===== src/rtl/pipeline_control.sv =====
// Stall/flush/forward sequencer for the 5-stage LC-3b pipeline.
// Optional performance counters are built only when PIPE_PERF_EN is defined.

package lc3b_types;
  typedef logic [2:0] lc3b_reg;
endpackage

module pipeline_control
  import lc3b_types::*;
(
  input  logic        clk,
  input  logic        reset,
  input  lc3b_reg     de_ex_rs,
  input  lc3b_reg     de_ex_rt,
  input  logic        de_ex_uses_rs,
  input  logic        de_ex_uses_rt,
  input  lc3b_reg     ex_mem_dr,
  input  lc3b_reg     mem_wb_dr,
  input  logic        ex_mem_regwrite,
  input  logic        mem_wb_regwrite,
  input  logic        ex_mem_is_load,
  input  logic        ex_mem_is_store,
  input  lc3b_reg     ex_mem_st_src,
  input  logic        dmem_req,
  input  logic        dmem_resp,
  input  logic        imem_resp,
  input  logic        br_taken,
  output logic        load_pc,
  output logic        load_if_de,
  output logic        load_de_ex,
  output logic        load_ex_mem,
  output logic        load_mem_wb,
  output logic        flush_if_de,
  output logic        flush_de_ex,
  output logic        bubble_ex_mem,
  output logic        pc_redirect,
  output logic [1:0]  fwd_a_sel,
  output logic [1:0]  fwd_b_sel,
  output logic        fwd_st_sel,
  output logic [15:0] stall_cycles,
  output logic [15:0] flush_events
);

  typedef enum logic {RUN, LU_STALL} state_t;

  state_t state, state_next;
  logic   br_pend, br_pend_next;
  logic   br_accept;

  logic mem_hit_rs, mem_hit_rt, wb_hit_rs, wb_hit_rt;
  logic dmem_wait, load_use;

  assign mem_hit_rs = ex_mem_regwrite & de_ex_uses_rs & (ex_mem_dr == de_ex_rs);
  assign mem_hit_rt = ex_mem_regwrite & de_ex_uses_rt & (ex_mem_dr == de_ex_rt);
  assign wb_hit_rs  = mem_wb_regwrite & de_ex_uses_rs & (mem_wb_dr == de_ex_rs);
  assign wb_hit_rt  = mem_wb_regwrite & de_ex_uses_rt & (mem_wb_dr == de_ex_rt);

  assign dmem_wait = dmem_req & ~dmem_resp;
  assign load_use  = (state == RUN) & ex_mem_is_load & (mem_hit_rs | mem_hit_rt);

  always_ff @(posedge clk or posedge reset) begin
    if (reset) begin
      state   <= RUN;
      br_pend <= 1'b0;
    end else begin
      state   <= state_next;
      br_pend <= br_pend_next;
    end
  end

  always_comb begin
    load_pc       = 1'b1;
    load_if_de    = 1'b1;
    load_de_ex    = 1'b1;
    load_ex_mem   = 1'b1;
    load_mem_wb   = 1'b1;
    flush_if_de   = 1'b0;
    flush_de_ex   = 1'b0;
    bubble_ex_mem = 1'b0;
    pc_redirect   = 1'b0;
    br_accept     = 1'b0;
    state_next    = state;
    br_pend_next  = br_pend;

    if (reset) begin
      load_pc       = 1'b0;
      load_if_de    = 1'b0;
      load_de_ex    = 1'b0;
      load_ex_mem   = 1'b0;
      load_mem_wb   = 1'b0;
      flush_if_de   = 1'b1;
      flush_de_ex   = 1'b1;
      bubble_ex_mem = 1'b1;
      state_next    = RUN;
      br_pend_next  = 1'b0;
    end else if (dmem_wait) begin
      // Whole pipe freezes; state and pending redirect ride through unchanged.
      load_pc     = 1'b0;
      load_if_de  = 1'b0;
      load_de_ex  = 1'b0;
      load_ex_mem = 1'b0;
      load_mem_wb = 1'b0;
    end else if (br_taken) begin
      flush_if_de   = 1'b1;
      flush_de_ex   = 1'b1;
      bubble_ex_mem = 1'b1;
      br_accept     = 1'b1;
      state_next    = RUN;
      if (imem_resp) begin
        pc_redirect  = 1'b1;
        br_pend_next = 1'b0;
      end else begin
        load_pc      = 1'b0;
        br_pend_next = 1'b1;
      end
    end else if (load_use) begin
      load_pc       = 1'b0;
      load_if_de    = 1'b0;
      load_de_ex    = 1'b0;
      bubble_ex_mem = 1'b1;
      state_next    = LU_STALL;
    end else begin
      state_next = RUN;
      if (!imem_resp) begin
        load_pc     = 1'b0;
        load_if_de  = 1'b0;
        flush_de_ex = 1'b1;
      end else if (br_pend) begin
        pc_redirect  = 1'b1;
        br_pend_next = 1'b0;
      end
      // Anything fetched before the redirect lands is wrong-path.
      if (br_pend && load_if_de) flush_if_de = 1'b1;
    end
  end

  always_comb begin
    fwd_a_sel  = 2'b00;
    fwd_b_sel  = 2'b00;
    fwd_st_sel = 1'b0;
    if (!reset) begin
      if (mem_hit_rs && !ex_mem_is_load) fwd_a_sel = 2'b01;
      else if (wb_hit_rs)                fwd_a_sel = 2'b10;
      if (mem_hit_rt && !ex_mem_is_load) fwd_b_sel = 2'b01;
      else if (wb_hit_rt)                fwd_b_sel = 2'b10;
      fwd_st_sel = ex_mem_is_store & mem_wb_regwrite & (mem_wb_dr == ex_mem_st_src);
    end
  end

`ifdef PIPE_PERF_EN
  logic [15:0] stall_cnt, flush_cnt;

  // Saturating counters; a frozen branch cycle is not counted as accepted.
  always_ff @(posedge clk or posedge reset) begin
    if (reset) begin
      stall_cnt <= 16'd0;
      flush_cnt <= 16'd0;
    end else begin
      if (!load_pc && stall_cnt != 16'hFFFF) stall_cnt <= stall_cnt + 16'd1;
      if (br_accept && flush_cnt != 16'hFFFF) flush_cnt <= flush_cnt + 16'd1;
    end
  end

  assign stall_cycles = stall_cnt;
  assign flush_events = flush_cnt;
`else
  assign stall_cycles = 16'd0;
  assign flush_events = 16'd0;
`endif

endmodule


===== config.mk =====
export PLATFORM = sky130hd
export DESIGN_NAME = pipeline_control
export DESIGN_NICKNAME = d
export VERILOG_FILES = /design/src/rtl/pipeline_control.sv
export SDC_FILE = /design/constraint.sdc
export NUM_CORES = 1
export LEC_CHECK = 0
export CAP_MARGIN = 20
export CORE_UTILIZATION = 28
export CTS_CLUSTER_DIAMETER = 40
export DETAILED_ROUTE_END_ITERATION = 8
export GPL_ROUTABILITY_DRIVEN = 1
export PLACE_DENSITY = 0.89
export SYNTH_ARGS = -nofsm -noshare
export SYNTH_HDL_FRONTEND = slang
export SYNTH_SLANG_ARGS = --single-unit
export TNS_END_PERCENT = 1

===== constraint.sdc =====
create_clock -name clk -period 2.2 [get_ports clk]
set_input_delay 0.44 -clock clk [delete_from_list [all_inputs] [get_ports clk]]
set_output_delay 0.44 -clock clk [all_outputs]
set_load 0.01 [all_outputs]

Word-level counts from Yosys, hierarchy flattened
Cells that the tools add are included.
Storage, ports and cells
  memory bits (writable): 0
  output and inout port bits: 46
  memory bits (read-only): 0
  bits of input ports: 27
  bits in registers: 2
  latch bits: 0
  logic and storage cells: 85
  memories: 0
Cells by class
  reduce and logical (&&, ||, !) cells: 6
  divide/modulo/power cells: 0
  magnitude comparators: 0
  eq/ne operators: 7
  shift operators: 0
  $mul: 0
  bitwise operators: 16
  mux-type cells: 54
  $add $sub $neg: 0
Operators with widths (number)
  $mux 1: 48
  $eq 3x3->1: 5
  $and 1x1->1: 13
  $mux 2: 6
  $logic_and 1x1->1: 3
  $ne 3x3->1 const B: 1
  $reduce_and 3->1: 1
  $reduce_bool 3->1: 1
  $ne 2x2->1 const B: 1
  $not 1->1: 2
  $logic_not 1->1: 1
  $or 1x1->1: 1

Longest topological paths before layout
  depth after elaboration: 14
  mapped depth: 5
  depth with buffers taken out: 5

Worst setup path after synthesis
OpenSTA, ideal clock, no wires.
  kind: input -> output
  from: input port ex_mem_dr[2]
  to: output port bubble_ex_mem
  setup slack: 0 ps
  data arrival time: 1760 ps
  data required time: 1760 ps
  path buffers: 0
  stages on the path: 4
  cell sequence: xor2_1 > or4_4 > a21oi_1 > a2bb2oi_1
Between the ends
  word-level cells in the longest chain between the ends: 8
  elaborated cells on any way between the ends: 10
  classes of those cells: eq/ne (2); mux (4); bitwise (4)
Ends and longest elaborated chain
  start: declaration: RTL line 17  | input lc3b_reg ex_mem_dr,
  $eq 3x3->1, on equally long branches: RTL line 53, 54
  $and 1x1->1, on equally long branches: RTL line 53, 54
  $or 1x1->1 *: RTL line 59  | assign load_use = (state == RUN) & ex_mem_is_load & (mem_hit_rs | mem_hit_rt);
  $and 1x1->1 *: RTL line 59
  $mux 1 *: RTL line 116  | end else if (load_use) begin
  $mux 1 *: RTL line 103  | end else if (br_taken) begin
  $mux 1 *: RTL line 96  | end else if (dmem_wait) begin
  $mux 1 *: RTL line 85  | if (reset) begin
  end: declaration: RTL line 35  | output logic bubble_ex_mem,
Every way passes the cells marked *; elsewhere a longest branch is shown, timed or not.

Worst setup path after layout
  from: input port de_ex_rs[0]
  to: output port flush_if_de
Between the ends
  word-level cells in the longest chain between the ends: 8
Ends and longest elaborated chain
  start: declaration: RTL line 13  | input lc3b_reg de_ex_rs,
  $eq 3x3->1: RTL line 53  | assign mem_hit_rs = ex_mem_regwrite & de_ex_uses_rs & (ex_mem_dr == de_ex_rs);
  $and 1x1->1: RTL line 53
  $or 1x1->1: RTL line 59
  $and 1x1->1: RTL line 59
  $mux 1: RTL line 116
  $mux 1: RTL line 103
  $mux 1: RTL line 96
  $mux 1: RTL line 85
  end: declaration: RTL line 33  | output logic flush_if_de,
Every way passes these cells.

==> impl_metrics.json <==
{
  "status": "complete, but fails checks",
  "violations": "setup timing",
  "drt-total-wl_um": 1770,
  "r2r_slack_ps": 840,
  "leakage_nw": 0.602,
  "pwr-share-clk_pct": 26.3,
  "die_w_um": 51.0,
  "synth_cells": 93,
  "path_clk_slew_ps": 30,
  "port_buffers": 40,
  "crit_chain": "buf_6, xor2_1, or4_4, a21oi_4, o21ai_0, clkdlybuf4s15_2",
  "clock-sinks": 2,
  "max-vdd-ir-drop_v": 0.000145,
  "antenna_found_initial": 0,
  "mostFrequentLayoutCells": "32 x conb_1, 23 x buf_4, 13 x clkdlybuf4s50_1",
  "viasPerCell": 4.16,
  "r2r_cells": 4,
  "finalMaxSlewViolations": 0,
  "grt_pass1_wl_um": 2800,
  "cts_buffer_depth": 2,
  "p_seq_share_pct": 12.6,
  "rsz0062_at_grt": "yes",
  "drc_errors": 0,
  "synthToLayoutAreaGrowth_pct": 74.1,
  "yosys_register_bits": 2,
  "cp-start-kind": "input pin",
  "layout-drive-gt1-share_pct": 36.5,
  "max_freq_mhz": 438,
  "grt_pass1_vias": 679,
  "antenna_cells": 0,
  "clock_skew_ps": 2.14,
  "dp_hpwl_um": 1490,
  "avgSynthCellArea_sq_um": 7.22,
  "p_comb_share_pct": 61.1,
  "drt_iter0_drc": 9,
  "dp_slack_ps": -906,
  "worst-path-buf-inv": 2,
  "slowest_stage": "or4_4",
  "synth_top_area_share_pct": 36.9,
  "critPathKind": "in2out",
  "hold_violations": 0,
  "yosysTopAreaCell": "buf_4",
  "fin_crit_sh_pct": 104,
  "grt_max_degree": 6,
  "r2r-end": "br_pend$_DFFE_PP0P_",
  "worstHoldPathType": "in2async",
  "syn_area_sq_um": 672,
  "finalWorstPathRequiredPeriod_ps": 2280,
  "grt_overflow": 0,
  "coreArea_sq_um": 2230,
  "final_common_cell": "conb_1",
  "numCtsBuffers": 3,
  "yosys.cell_types.count": 21,
  "place.gp.congestion": 0.805,
  "slowest_delay_ps": 560,
  "end_kind": "primary output",
  "holdBufCountCts": 0,
  "required_ps": 1760,
  "yosys-top-cells-area": "buf_4 37%, xor2_1 16%, dfrtp_1 7.4%",
  "setup_viol": 7,
  "power_mw": 0.307,
  "ios": 73,
  "setup_ws_ps": -83.7,
  "drtAntennaViolNets": 0,
  "dieArea_sq_um": 2600,
  "max_cap_violations": 0,
  "critPathTopFamily": "simple AND/OR/NAND/NOR gates",
  "swShare_pct": 36.2,
  "seq_area_frac_synth_pct": 7.45,
  "wl_per_cell_um": 9.44,
  "cp_max_fo": 4,
  "fin_nets": 188,
  "cts_tree": "done",
  "grt_usage_pct": 14.4,
  "r2r-start": "state$_DFFE_PP0P_",
  "clk_root_buffer_cell": "clkbuf_4",
  "rows": 17,
  "clock_latency_ps": 220,
  "dr.pass1.iters": 4,
  "p_int_mw": 0.196,
  "vias": 778,
  "power_switching_mw": 0.111,
  "powerDensity_nw_per_um2": 263,
  "die_h_um": 51.0,
  "htreeDepth": 1,
  "synth_warnings": 0,
  "critical_path_arrival_ps": 1840,
  "start_util_pct": 30.1
}
-- synthesized netlist by cell type --
cell type	instances
nand2_1	6
xnor2_1	3
buf_4	33
conb_1	1
nand3_1	5
xor2_1	12
a211o_1	1
or4_4	2
dfrtp_1	2
inv_1	4
a311oi_2	1
nor2_1	2
nor4_1	2
a2bb2oi_1	1
nor2b_1	2
o22ai_1	3
nor3_1	3
o31ai_1	1
o21ai_0	2
a21oi_1	5
nand2b_1	2
-- metal layers --
layer	track usage [%]	part of all wire (%)	wire, um
met2	26.3	51	897
met5	0	0	0
met1	15.5	38	677
met3	3.87	11	191
met4	5.56	0	0
-- per-stage QoR --
stage,cells,util (%),area (sq um),hold slack [ps],setup TNS [ps]
finish,187,52.4,1170,537,-395
global route,187,52.4,1170,578,-691
CTS,186,51.3,1150,510,-208
detailed placement,181,51.3,1140,552,-9250
global placement,181,51.3,1140,543,-8840
floorplan,124,-,792,220,0
-- cells by family (layout without fill, tap and decap cells) --
family / count (synthesis) / after routing / share of synthesized area, %
buffers and inverters: 37 / 72 / 39.1
AND/OR/NAND/NOR: 24 / 24 / 19.4
XOR/XNOR: 15 / 15 / 19.6
AO/OA/AOI/OAI: 14 / 14 / 14.0
flip-flops: 2 / 2 / 7.45
other: 1 / 32 / 0.558
-- repair_timing --
item                                    4_1_cts  5_1_grt
pin swaps                                     4        4
buffers inserted                              2        1
endpoints found under the setup margin       15        9
gates resized for setup                      96        7
-- layout make-up --
| class | count | area, sq um |
|---|---|---|
| fill | 236 | 1060 |
| timing repair buffer | 65 | 536 |
| multi-input combinational | 85 | 512 |
| sequential | 2 | 50.0 |
| tap | 28 | 35.0 |
| clock buffer | 3 | 22.5 |
| inverter | 4 | 15.0 |
-- flip-flops by register name (all words and copies together), names as in the netlist --
register / flops
state: 1
br_pend: 1
-- worst max path at each step --
| stage | start | endpoint | slack, ps | depth (start not counted) |
|---|---|---|---|---|
| 2_1_floorplan | ex_mem_dr[2] | bubble_ex_mem | 100 | 4 |
| 3_3_place_gp | ex_mem_dr[2] | bubble_ex_mem | -870 | 6 |
| 3_5_place_dp | ex_mem_dr[2] | bubble_ex_mem | -910 | 6 |
| 4_1_cts | ex_mem_dr[0] | bubble_ex_mem | -60 | 7 |
| 5_1_grt | de_ex_rs[0] | bubble_ex_mem | -130 | 7 |
| 6_report | de_ex_rs[0] | flush_if_de | -80 | 6 |
-- power by group through the flow --
| stage | logic, mW | registers, mW | clock network (mW) |
|---|---|---|---|
| after floorplan | 0.119 | 0.0388 | 0 |
| after global routing | 0.206 | 0.0387 | 0.0837 |
| after CTS | 0.182 | 0.0386 | 0.0855 |
| after detailed placement | 0.193 | 0.0390 | 0 |
| final | 0.188 | 0.0386 | 0.0808 |
| after global placement | 0.190 | 0.0390 | 0 |
-- tightest hold or removal path, stage by stage --
cell and delay (ps):
dlygate4sd2_1 280, buf_4 150, inv_1 80, buf_4 130
(Power assumes the default switching activity.)
